===== config.mk =====
export PLATFORM = sky130hd
export DESIGN_NAME = mem_multi_bank_masked_clear
export DESIGN_NICKNAME = d
export VERILOG_FILES = /design/src/rtl/mem_multi_bank_masked_clear.sv
export SDC_FILE = /design/constraint.sdc
export NUM_CORES = 1
export LEC_CHECK = 0
export CELL_PAD_IN_SITES_DETAIL_PLACEMENT = 1
export CELL_PAD_IN_SITES_GLOBAL_PLACEMENT = 1
export CORE_UTILIZATION = 45
export CTS_CLUSTER_DIAMETER = 120
export CTS_CLUSTER_SIZE = 16
export DETAILED_ROUTE_END_ITERATION = 12
export GPL_TIMING_DRIVEN = 0
export MAX_ROUTING_LAYER = met4
export PLACE_DENSITY = 0.68
export SYNTH_ARGS = -nofsm -noshare
export SYNTH_HDL_FRONTEND = slang
export SYNTH_SLANG_ARGS = --single-unit

===== constraint.sdc =====
create_clock -name clk -period 7.07 [get_ports clk]
set_input_delay 0.707 -clock clk [delete_from_list [all_inputs] [get_ports clk]]
set_output_delay 0.707 -clock clk [all_outputs]
set_load 0.005 [all_outputs]

===== src/rtl/mem_multi_bank_masked_clear.sv =====
// Banked simple-dual-port memory with a masked, parallel bank clear and 0/1/2-cycle read latency.
// Optional feature macro: MEM_MULTI_BANK_MASKED_CLEAR_FWD_EN (same-cycle write-to-read forwarding).
//
// state       | meaning
// ST_IDLE     | no clear running; host has full read/write access to every bank
// ST_CLEARING | banks in r_active_mask get DEFAULT_VALUE written at r_clr_addr every cycle
module mem_multi_bank_masked_clear #(
  parameter int                    DATA_WIDTH    = 8,
  parameter int                    DEPTH         = 16,
  parameter int                    NUM_BANKS     = 4,
  parameter int                    OUTPUT_DELAY  = 1,
  parameter logic [DATA_WIDTH-1:0] DEFAULT_VALUE = '0,
  parameter int                    BANK_WIDTH    = $clog2(NUM_BANKS)
) (
  input  logic                     clk,
  input  logic                     reset_n,
  input  logic                     clear_req,
  input  logic [NUM_BANKS-1:0]     clear_mask,
  output logic                     busy,
  output logic                     clear_done_pulse,
  input  logic                     wea,
  input  logic [BANK_WIDTH-1:0]    banka,
  input  logic [$clog2(DEPTH)-1:0] addra,
  input  logic [DATA_WIDTH-1:0]    dia,
  input  logic                     reb,
  input  logic [BANK_WIDTH-1:0]    bankb,
  input  logic [$clog2(DEPTH)-1:0] addrb,
  output logic [DATA_WIDTH-1:0]    dob
);

  localparam int ADDR_WIDTH = $clog2(DEPTH);
  localparam logic [BANK_WIDTH:0]   LP_NB    = (BANK_WIDTH+1)'(NUM_BANKS);
  localparam logic [ADDR_WIDTH:0]   LP_DEPTH = (ADDR_WIDTH+1)'(DEPTH);
  localparam logic [ADDR_WIDTH-1:0] LP_LAST  = ADDR_WIDTH'(DEPTH - 1);

  typedef enum logic [0:0] {
    ST_IDLE     = 1'b0,
    ST_CLEARING = 1'b1
  } state_t;

  state_t                  r_state, w_state_nxt;
  logic [NUM_BANKS-1:0]    r_active_mask, w_mask_nxt;
  logic [ADDR_WIDTH-1:0]   r_clr_addr, w_addr_nxt;
  logic                    r_done, w_done_nxt;
  logic                    w_busy;

  logic [DATA_WIDTH-1:0]   r_mem [NUM_BANKS][DEPTH];

  logic                    w_wa_ok, w_ra_ok, w_host_we, w_shadow;
  logic [DATA_WIDTH-1:0]   w_rd_arr, w_rd_val;

  // ---------------- clear sequencer ----------------
  always_ff @(posedge clk or negedge reset_n) begin
    if (!reset_n) begin
      r_state       <= ST_IDLE;
      r_active_mask <= '0;
      r_clr_addr    <= '0;
      r_done        <= 1'b0;
    end else begin
      r_state       <= w_state_nxt;
      r_active_mask <= w_mask_nxt;
      r_clr_addr    <= w_addr_nxt;
      r_done        <= w_done_nxt;
    end
  end

  always_comb begin
    w_state_nxt = r_state;
    w_mask_nxt  = r_active_mask;
    w_addr_nxt  = r_clr_addr;
    w_done_nxt  = 1'b0;
    case (r_state)
      ST_IDLE: begin
        if (clear_req) begin
          if (|clear_mask) begin
            w_state_nxt = ST_CLEARING;
            w_mask_nxt  = clear_mask;
            w_addr_nxt  = '0;
          end else begin
            // Empty mask: nothing to clear, but the requester still gets its completion pulse.
            w_done_nxt  = 1'b1;
          end
        end
      end
      ST_CLEARING: begin
        if (r_clr_addr == LP_LAST) begin
          w_state_nxt = ST_IDLE;
          w_mask_nxt  = '0;
          w_addr_nxt  = '0;
          w_done_nxt  = 1'b1;
        end else begin
          w_addr_nxt  = r_clr_addr + ADDR_WIDTH'(1);
        end
      end
      default: begin
        w_state_nxt = ST_IDLE;
        w_mask_nxt  = '0;
        w_addr_nxt  = '0;
      end
    endcase
  end

  assign w_busy           = (r_state == ST_CLEARING);
  assign busy             = w_busy;
  assign clear_done_pulse = r_done;

  // ---------------- array write port ----------------
  assign w_wa_ok   = ({1'b0, banka} < LP_NB) && ({1'b0, addra} < LP_DEPTH);
  assign w_host_we = wea && w_wa_ok && !(w_busy && r_active_mask[banka]);

  // Host writes never target a bank under clear, so each bank sees at most one writer per cycle.
  always_ff @(posedge clk) begin
    for (int b = 0; b < NUM_BANKS; b++) begin
      if (w_busy && r_active_mask[b]) begin
        r_mem[b][r_clr_addr] <= DEFAULT_VALUE;
      end else if (w_host_we && (banka == BANK_WIDTH'(b))) begin
        r_mem[b][addra] <= dia;
      end
    end
  end

  // ---------------- array read port ----------------
  assign w_ra_ok  = ({1'b0, bankb} < LP_NB) && ({1'b0, addrb} < LP_DEPTH);
  assign w_rd_arr = w_ra_ok ? r_mem[bankb][addrb] : DEFAULT_VALUE;
  assign w_shadow = w_busy && w_ra_ok && r_active_mask[bankb];

`ifdef MEM_MULTI_BANK_MASKED_CLEAR_FWD_EN
  logic w_fwd;
  assign w_fwd    = w_host_we && (banka == bankb) && (addra == addrb);
  assign w_rd_val = w_shadow ? DEFAULT_VALUE : (w_fwd ? dia : w_rd_arr);
`else
  assign w_rd_val = w_shadow ? DEFAULT_VALUE : w_rd_arr;
`endif

  // Shadow/forward are resolved at issue time, so the pipeline carries the final word and later
  // mask changes cannot alter a read already in flight.
  generate
    if (OUTPUT_DELAY == 0) begin : g_lat0
      assign dob = w_rd_val;
    end else if (OUTPUT_DELAY == 1) begin : g_lat1
      logic [DATA_WIDTH-1:0] r_dob;
      always_ff @(posedge clk or negedge reset_n) begin
        if (!reset_n) begin
          r_dob <= DEFAULT_VALUE;
        end else if (reb) begin
          r_dob <= w_rd_val;
        end
      end
      assign dob = r_dob;
    end else begin : g_lat2
      logic [DATA_WIDTH-1:0] r_rd1;
      logic                  r_rd1_vld;
      logic [DATA_WIDTH-1:0] r_dob;
      always_ff @(posedge clk or negedge reset_n) begin
        if (!reset_n) begin
          r_rd1     <= DEFAULT_VALUE;
          r_rd1_vld <= 1'b0;
          r_dob     <= DEFAULT_VALUE;
        end else begin
          r_rd1_vld <= reb;
          if (reb) begin
            r_rd1 <= w_rd_val;
          end
          if (r_rd1_vld) begin
            r_dob <= r_rd1;
          end
        end
      end
      assign dob = r_dob;
    end
  endgenerate

endmodule


; ---- Word-level counts from Yosys, hierarchy flattened
; Memory sizes are Yosys's and may differ from the RTL's.
; Index checks and enable logic that the tools add are counted.
; Widths: inputs -> output; s select.
[totals]
memories = 1
out_inout_bits = 10
mem_bits_rw = 512
input_bits = 29
register_bits = 18
[mem_list]
columns = memory, words, width, read_ports, rd_clocked_by_memory_dff, wr, line
row1 = r_mem, 4, 128, 1, 0, 4, 47  ; logic [DATA_WIDTH-1:0] r_mem [NUM_BANKS][DEPTH];
[classes]
n_reduce_logical = 18
eq_ne = 7
n_addsub = 1
bitwise = 516
mux = 560
magnitude_cmp = 7
[op_table]
columns = op, n
row1 = $mux 128, 8
row2 = $mux 1, 532
row3 = $or 1x1->1, 512
row4 = $demux 8 s4, 2
row5 = $mux 8, 5
row6 = $bmux 8 s4, 1
row7 = $mux 4, 6
row8 = $pmux 4 s2, 2
row9 = $ge 5x5->1 const B, 3
row10 = $not 4->5, 3
row11 = $logic_and 1x1->1, 13
row12 = $lt 5x1->1 const B, 2
row13 = $lt 2x3->1 const B, 2
row14 = $add 4x1->4 const B, 1
row15 = $bmux 1 s2, 2
row16 = $eq 2x2->1 const B, 2
row17 = $eq 4x4->1 const B, 1
row18 = $ne 2x2->1 const B, 2
row19 = $pmux 1 s2, 2
row20 = $reduce_or 4->1, 1
row21 = $reduce_and 3->1, 1
row22 = $eq 2x1->1 const B, 1
row23 = $logic_not 2->1, 1
row24 = $ne 2x1->1 const B, 1
row25 = other kinds (3), 3

; ---- Logic depth before layout (Yosys ltp)
; Gate-level depths: netlist of the first run.
[depth]
ltp_word = 10
depth_mapped = 7

; ---- Least setup slack after synthesis of the first run
; Ideal clock, no wire load.
[synth_timing]
path_kind = input-to-reg
startpoint = in banka[0]
endpoint = mem r_mem[0][0] (netlist name) (enable)
t_arrival_ps = 2265
t_required_ps = 6695
path_stages = 5
n_path_buf = 1
slack_ps = 4430
path_cell_list = mux4_2 -> o21a_1 -> buf_6 -> nor3_4 -> o21bai_1
[synth_rtl]
columns = element, line
row1 = "start, declared", 22  ; input logic [BANK_WIDTH-1:0] banka,
row2 = "end, declared", 47

==> results of run 1 <==
[synth_stat cells, drive strengths merged, types with 2 or more instances]
master and number:
edfxtp 512, and2 506, mux4 139, clkbuf 69, nor3 63, o21bai 63
buf 44, a22o 36, nand2 26, a22oi 25, o21ai 19, dfrtp 18
nand3 11, nor2b 9, a21o 8, and3 8, nand4 8, inv 7
nor2 5, ha 4, nand3b 4, o21a 4, a2111oi 3, a21oi 2
or3b 2
[critical path, delay by kind of cell, from the launching register on]
kind | cells | cell delay, ns
AOI/OAI and AO/OA | 1 | 0.96
buffers and inverters | 3 | 1.57
DFF | 1 | 0.38
and+or+nand+nor | 1 | 0.45
[registers in the layout, indices dropped and copies added, names as in the netlist]
| name | count |
|---|---|
| dob | 8 |
| clear_done_pulse | 1 |
| r_active_mask | 4 |
| r_clr_addr | 4 |
| busy | 1 |
| r_mem | 512 |
[metal layers]
metal  wire, um  up-vias  share of wire [%]  global-route usage (%)
met1      36300     8278                 41                    44.9
li1           -     6194                  -                       -
met5          0        -                  0                       -
met4       3460        0                3.9                    11.4
met3       7680      137                8.7                    5.73
met2      41300      776                 47                    49.6
[power groups by stage]
stage               logic, mW  clock network (mW)  registers [mW]
floorplan               0.760                   0            3.75
global placement         1.26                   0            3.79
detailed placement       1.28                   0            3.81
CTS                      1.29                2.19            3.73
global route             1.34                2.29            3.75
finish                   1.31                2.19            3.74
[worst max path at each step]
stage	to	slack [ns]	cells after the start
finish	r_mem[3][58]	3.34	5
global route	r_mem[1][8]	3.27	5
CTS	r_mem[3][58]	3.43	5
detailed placement	r_mem[2][12]	3.19	5
global placement	r_mem[2][12]	3.22	5
floorplan	r_mem[0][0]	4.43	5
[cell families (layout without fill, tap and decap cells)]
group           after synthesis  count (layout)  synth area share, %
other cells                   0               1                    0
xor+xnor                      1               1               0.0347
fa+ha+maj                     4               4                0.198
flops                       530             530                 62.7
mux                         139             139                 12.4
simple gates                645             645                 17.6
buf+inv                     120             213                 2.08
compound gates              163             163                 4.99
[through the flow]
step / instances / cell area (um^2) / hold WS, ns / setup slack, ns / power [mW]
4_1_cts: 2443 / 27600 / 0.592 / 3.43 / 7.21
2_1_floorplan: 1602 / 25200 / 0.411 / 4.43 / 4.51
3_3_place_gp: 2378 / 26500 / 0.555 / 3.22 / 5.05
5_1_grt: 2444 / 27600 / 0.634 / 3.27 / 7.38
6_report: 2444 / 27600 / 0.598 / 3.34 / 7.24
3_5_place_dp: 2378 / 26500 / 0.582 / 3.19 / 5.09
[cell type report]
type                            count  share of cell area [%]
Multi-Input combinational cell    952                    32.3
Clock inverter                      4                   0.154
Clock buffer                       61                    3.84
Timing Repair Buffer               28                    1.02
Inverter                            7                  0.0953
Tap cell                          748                    3.40
Sequential cell                   530                    57.4
Buffer                            113                    1.81
Antenna cell                        1                 0.00908
==> results.md, run 1 <==
- The measured slew at the worst slew-check pin is ~1.4 ns.
- The final critical path takes up 52.8% of the cycle.
- Counting flops and latches in the post-synthesis netlist gives 530.
- The violation count after the first detailed-routing iteration is approximately 1600.
- The quantity of gates resized following cts is 0.
- The highest clock frequency the design can meet is 0.268 GHz.
- Walking the worst path, the cells encountered are clkbuf_1 > clkbuf_1 > nand2_1 > clkbuf_1 > o21bai_1.
- The count of cell types in the netlist is 41.
- The clock network burns 30.3% of the power.
- Counting cells, the worst reg-to-reg path comes to 5.
- The mapped netlist covers between 0.02 and 0.03 mm^2.
- The switching power as a share of total power is a little under a third.
- The first-pass iteration count of the detailed router is 7.
- The CTS H-tree depth is 2.
- The clock net in this run drives a total of between 500 and 600 sinks.
- The number of buffers on the longest clock path is 3.
- In the final layout, the share of cells above drive strength 1 is 16.6%.
- The first element of the critical path is busy.
- The maximum single-stage delay on the critical path is about 0.96 ns.
- The congestion estimate from routability-driven global placement came to 0.959.
- Synthesis produced a netlist with a net count of ~1600.
- Combinational logic burns 18.1% of the power.
- Setup slack on the worst reg-to-reg path comes out at about 3.3 ns.
- Buffers inserted during clock tree synthesis total 39.
- The largest fanout on the critical path is 10.
- The cell sitting at the root of the clock tree is a clkbuf_16.
- The chip width is about 240 um.
- The fraction of power consumed by sequential logic is about half.
- The via count of the first global-routing pass came to ~15000.
- The capturing point of the worst reg2reg path is r_mem[3][58].
- For this configuration, the core starts out at a cell density of 45.6%.
- The count of filler cells inserted in the layout is 5297.
- Among all stages on the critical path, the largest delay is contributed by o21bai_1.
- By area the synthesized netlist is led by edfxtp_1 61%, and2_1 13%, mux4_2 12%.
- The number of vias per cell is roughly 6.3.
- Counting flops with an async set or reset pin after synthesis yields a share of under 10%.
- The startpoint of the lowest-slack hold path is r_clr_addr[0].
- Port buffering added 28 buffers.
- The most common cell after layout, fill and taps aside is edfxtp_1.
- The synthesis-to-layout area growth is 9.19%.
- In the layout the commonest cells are 512 x edfxtp_1, 506 x and2_1, 139 x mux4_2, 91 x clkbuf_1, 63 x o21bai_1.
- Global routing used about 33% of the available tracks.
- In this run, post-CTS hold repair placed 0 buffers.
- The remaining number of nets flagged by the antenna check after routing is 0.
- The routed via count is 15385.
- The worst vdd rail ir drop is 0.240 mV.
- The residual overflow from global routing is 0.
- The area taken by flip-flops and latches is about 0.016 mm^2.
- The min-delay analysis places its worst path in the category register to register.
- The largest net degree at the start of global routing is 19.
- The worst setup path is of the register to register kind.
- The source-to-sink clock delay at the later pin of the worst-skew pair is ~0.6 ns.
- Once the clock tree was built, the setup fixing pass inserted 0 buffers.
- After detailed routing, the number of remaining DRC violations is 0.
- Summed over all layers, the routed wires come to roughly 90000 um.
- The TritonCTS clock tree is built.
- The worst reg2reg path startpoint is busy.
- In the final layout, the multi-input gates occupy between 0.008 and 0.009 mm^2.
- The worst endpoint required time is about 7.3 ns.
- The end point of the most critical hold path is r_clr_addr[0].
- After floorplanning, the core was divided into 86 placement rows.
- The count of cells along the worst hold path is 1.
- 39 I/O pins were placed.
- Once layout is complete, the utilization of the core stands at roughly 50%.
- Counting flops with a built-in enable in the synthesized netlist gives approximately 510.
- The internal power of the cells totals 5.02 mW.
- The total of warnings raised by yosys is 0.
- The hold violation count in the final report is 0.
- In this run the mean area of a mapped cell was around 16 um^2.
- The max-cap violation count is 0.
- The die span in y is around 240 um.
- The run finished with clean final reports.
- The portion of the post-synthesis area used by sequential elements is 62.7%.
- The cell type with the highest aggregate area in the netlist is edfxtp_1.
- The launching element type of the critical path is a register.
- Setup repair after global routing left no endpoint under its margin.
- The routed wirelength normalized by instance count is between 30 and 40 um.
- For this design the static power due to leakage is about 8.6 nW.
- The count of pins over their slew limit is 0.
- The first-pass GRT wire length is about 120000 um.
- For this run, the post-layout net count is about 1700.
- The total negative slack is 0 ns.
- In this run the tightest slew margin relative to its limit is a little under a tenth.
- The clock skew is about 0.028 ns.
- Counting stages on the worst path, the most repeated cell is clkbuf_1.
- In this run the power spent charging and discharging nets is 2.21 mW.
- At the worst endpoint, the arrival time is about 3.9 ns.
- The number of antenna violations at the first check in global routing is 11.
- The final setup violation count is 0.
- Among all flip-flop cells after synthesis, the most frequent one is edfxtp_1.
- The clock slew at the register clock pins of the worst setup and hold paths is 0.07 ns.
- For this design the ratio of total power to cell area is around 260 mW/mm^2.
- The top cell type's share of synthesized area is between 60% and 70%.
- The region available for standard cell placement spans around 0.055 mm^2.
- The kind of end point of the critical path is a register.
- Synthesis produced between 1500 and 2000 cells.
- Summed over all nets, the half-perimeter wirelength after detailed placement is slightly above 60000 um.
- The final critical delay including setup and external delays is ~3.7 ns.
- The area of the die is roughly 0.057 mm^2.
Note: power is estimated with default switching activity, not from simulation.
==> inputs of run 2 (changes only) <==
Clock period 7.07 ns to 3.7 ns, I/O delays scaled along.
==> run 2 against run 1 <==
  * The flow now finishes with violations (negative setup slack)
  * Sequential power rose by 91%
  * Combinational power is 91% higher
  * Wire length about the same
  * Count of clock-buffer cells in the layout unchanged
  * Largest power group unchanged
  * Global-route usage stayed put
  * Non-clock buffer count unchanged
  * Critical path type unchanged
==> results.md, run 2 (synthesis gave the netlist of run 1 again) <==
- The max-cap violation count is 0.
- The final worst slack is -0.0221 ns.
- The finished cells cover ~0.028 mm^2.
- TritonCTS built the clock tree.
- On the critical path the largest part of the delay comes from buffers and inverters.
- The worst slew slack as a fraction of its limit is a little under a tenth.
- The first-pass GRT wire length is 122000 um.
- The detailed router put a total of roughly 37000 um of wire on met1.
- The clock tree synthesis step divided the H-tree into 2 levels.
- The congestion estimate from routability-driven global placement came to ~0.96.
- Relative to the synthesized area, the layout overhead comes to 9.22%.
- The floorplan core area is between 0.05 and 0.06 mm^2.
- IR analysis of the VDD net gives a maximum drop of about 0.46 mV.
- After filler insertion, the fill cell instance count of the layout stands at ~5300.
- The largest net degree at the start of global routing is 19.
- The most numerous cell on the critical path is clkbuf_1.
- The total overflow left after global routing is 0.
- The maximum single-stage delay on the critical path is approximately 0.94 ns.
- The final layout contains around 1700 nets.
- The count of buffers inserted at the top-level ports is 28.
- The launching element type of the critical path is a register.
- Wire segments on met3 add up to 7500 um in the final route.
- The number of hold buffers added after CTS was 0.
- The multi-input combinational cells in the finished layout cover a total of 0.00890 mm^2.
- The number of buffers and inverters on the critical path is 3.
- After detailed routing, the met2 layer carries a little over 40000 um of wire.
- STA puts the critical path data required time at between 3 and 4 ns.
- The fraction of layout cells with a size suffix above 1 is 16.7%.
- The die is roughly 240 um wide.
- The final design utilization is about half.
- The measured slew at the worst slew-check pin is ~1.3 ns.
- The type of the worst min-delay path is primary input to async pin.
- The flow ran to the end, but the final reports show violations.
- The area of the die is ~0.057 mm^2.
- The setup path with the least slack is of type register to register.
- Setup violations remaining at the end of the flow were counted as 8.
- Once layout is complete, the cells apart from fillers number between 2000 and 2500.
- The routed layout has ~15000 vias.
- In the routed design, unresolved DRC markers number 0.
- In this run the top signal layer used is met4.
- The most common cell after layout, fill and taps aside is edfxtp_1.
- The clock skew is 0.0242 ns.
- The leakage dissipation is between 8 and 9 nW.
- The highest clock frequency the design can meet is 0.269 GHz.
- The root buffer cell is clkbuf_16.
- The largest fanout on the critical path is 10.
- The checks that failed: negative setup slack.
- Ranked by flip-flop count, first place goes to r_mem.
- The power density over cell area is around 500 mW/mm^2.
- For the worst setup path, the data arrival time is roughly 3.9 ns.
- The number of flip-flops under the largest register name is slightly above 500.
- The hold violation count in the final report came to 0.
- Setup repair after global routing could not meet its margin everywhere.
- The critical path goes through clkbuf_1 > clkbuf_1 > nand2_1 > clkbuf_1 > o21bai_1.
- Hold timing on the final database bottoms out at a slack of roughly 0.35 ns.
- The total CTS buffers is 39.
- The number of placed instances, taps included is 2378.
- For this run, the total global-route usage over all layers was measured as 32.8%.
- The number of vias per cell is 6.28.
- The initialized floorplan defines between 80 and 90 standard-cell rows.
- The total negative slack is -0.123 ns.
- Of the available clock period, the critical path in the final layout requires 101%.
- Wires add up to between 80000 and 90000 um.
- After clock tree synthesis, the clock-pin slew on the worst setup and hold paths is 0.07 ns.
- The highest-delay cell along the critical path is o21bai_1.
- The die span in y is 239 um.
- The top cell types in the final layout, fill and taps aside, are 512 x edfxtp_1, 506 x and2_1, 139 x mux4_2, 91 x clkbuf_1, 61 x o21bai_1.
- In this run the remaining antenna-violating nets after routing total 0.
- The number of buffers on the longest clock path is 3.
- The initial utilization of the core area, before any placement, comes to 45.6%.
- Clock tree synthesis found a total of 530 sinks.
- The first detailed-routing pass ran for 5 iterations.
- The kind of end point of the critical path is a register.
- The via count of the first global-routing pass is between 15000 and 20000.
- Across the whole layout, storage elements account for 0.0158 mm^2.
- After layout, the minimum clock period comes to 3.72 ns.
- The pre-CTS setup slack is about 0.092 ns.
- The number of antenna violations at the first check in global routing came to 11.
- In this run, the number of DRC markers left after iteration 0 of detailed routing was between 1500 and 2000.
- Detailed placement finished with a half-perimeter wire length of just over 60000 um.
- After detailed routing, the average wire length per cell comes to approximately 36 um.
- The design draws ~14 mW.
- The later pin in the worst-skew pair is clocked with a latency of roughly 0.60 ns.
- The cell area after placement is roughly 0.026 mm^2.
- The count of pins over their slew limit is 0.
- For this design the top-level I/O count stands at 39.
==> run 2: cell counts in the layout (fill, tap and decap cells not counted) <==
No cell type changed its count.
==> run 2: final cells by class <==
cell class / count / share of cell area, %
sequential: 530 / 57.4
clock inverter: 4 / 0.154
inverter: 7 / 0.0953
buffer: 113 / 1.81
timing repair buffer: 28 / 1.02
tap: 748 / 3.40
clock buffer: 61 / 3.84
antenna: 1 / 0.00908
multi-input combinational: 952 / 32.3
==> run 2: final timing paths <==
check                              startpoint                to  slack [ns]  cells past startpoint
worst min register to register  r_clr_addr[0]     r_clr_addr[0]        0.60                      1
worst min-delay path                  reset_n  clear_done_pulse        0.35                      1
max in group asynchronous             reset_n            dob[4]        2.71                      1
min in group clk                clear_mask[2]  r_active_mask[2]        0.42                      2
worst max-delay path                     busy      r_mem[1][64]       -0.02                      5
worst max register to register           busy      r_mem[1][64]       -0.02                      5
==> run 2: power by group <==
part / switching, mW / internal (mW)
logic: 1.84 / 0.659
clock network: 2.19 / 1.99
registers: 0.194 / 6.95
==> run 2: repair_timing <==
item	in CTS	in global routing
setup endpoints to repair	0	121
resized for setup	0	2
setup buffers	0	0
==> run 2: routing by layer <==
metal  GRT usage, %  vias to the layer above
li1               -                     6194
met3           5.73                      134
met5              -                        -
met4           11.4                        0
met2           49.6                      749
met1           44.9                     8279
==> run 2: worst register-to-register path: cells and delay by family, from the launching register on <==
kind | cells | cell delay, ns
simple gates | 1 | 0.45
compound gates | 1 | 0.95
flops | 1 | 0.38
buf+inv | 3 | 1.57
==> inputs of run 3 (changes only) <==
==> constraint.sdc (replaced) <==
create_clock -name clk -period 3.7 [get_ports clk]
set_input_delay 0.74 -clock clk [delete_from_list [all_inputs] [get_ports clk]]
set_output_delay 0.74 -clock clk [all_outputs]
set_load 0.005 [all_outputs]
==> results of run 3 <==
The final DEF is identical to that of run 2. Status: finished with violations: negative setup slack.
Among the figures that moved: setup slack after placement 0.0917 ns -> -0.213 ns; hold slack 0.347 ns -> 0.598 ns
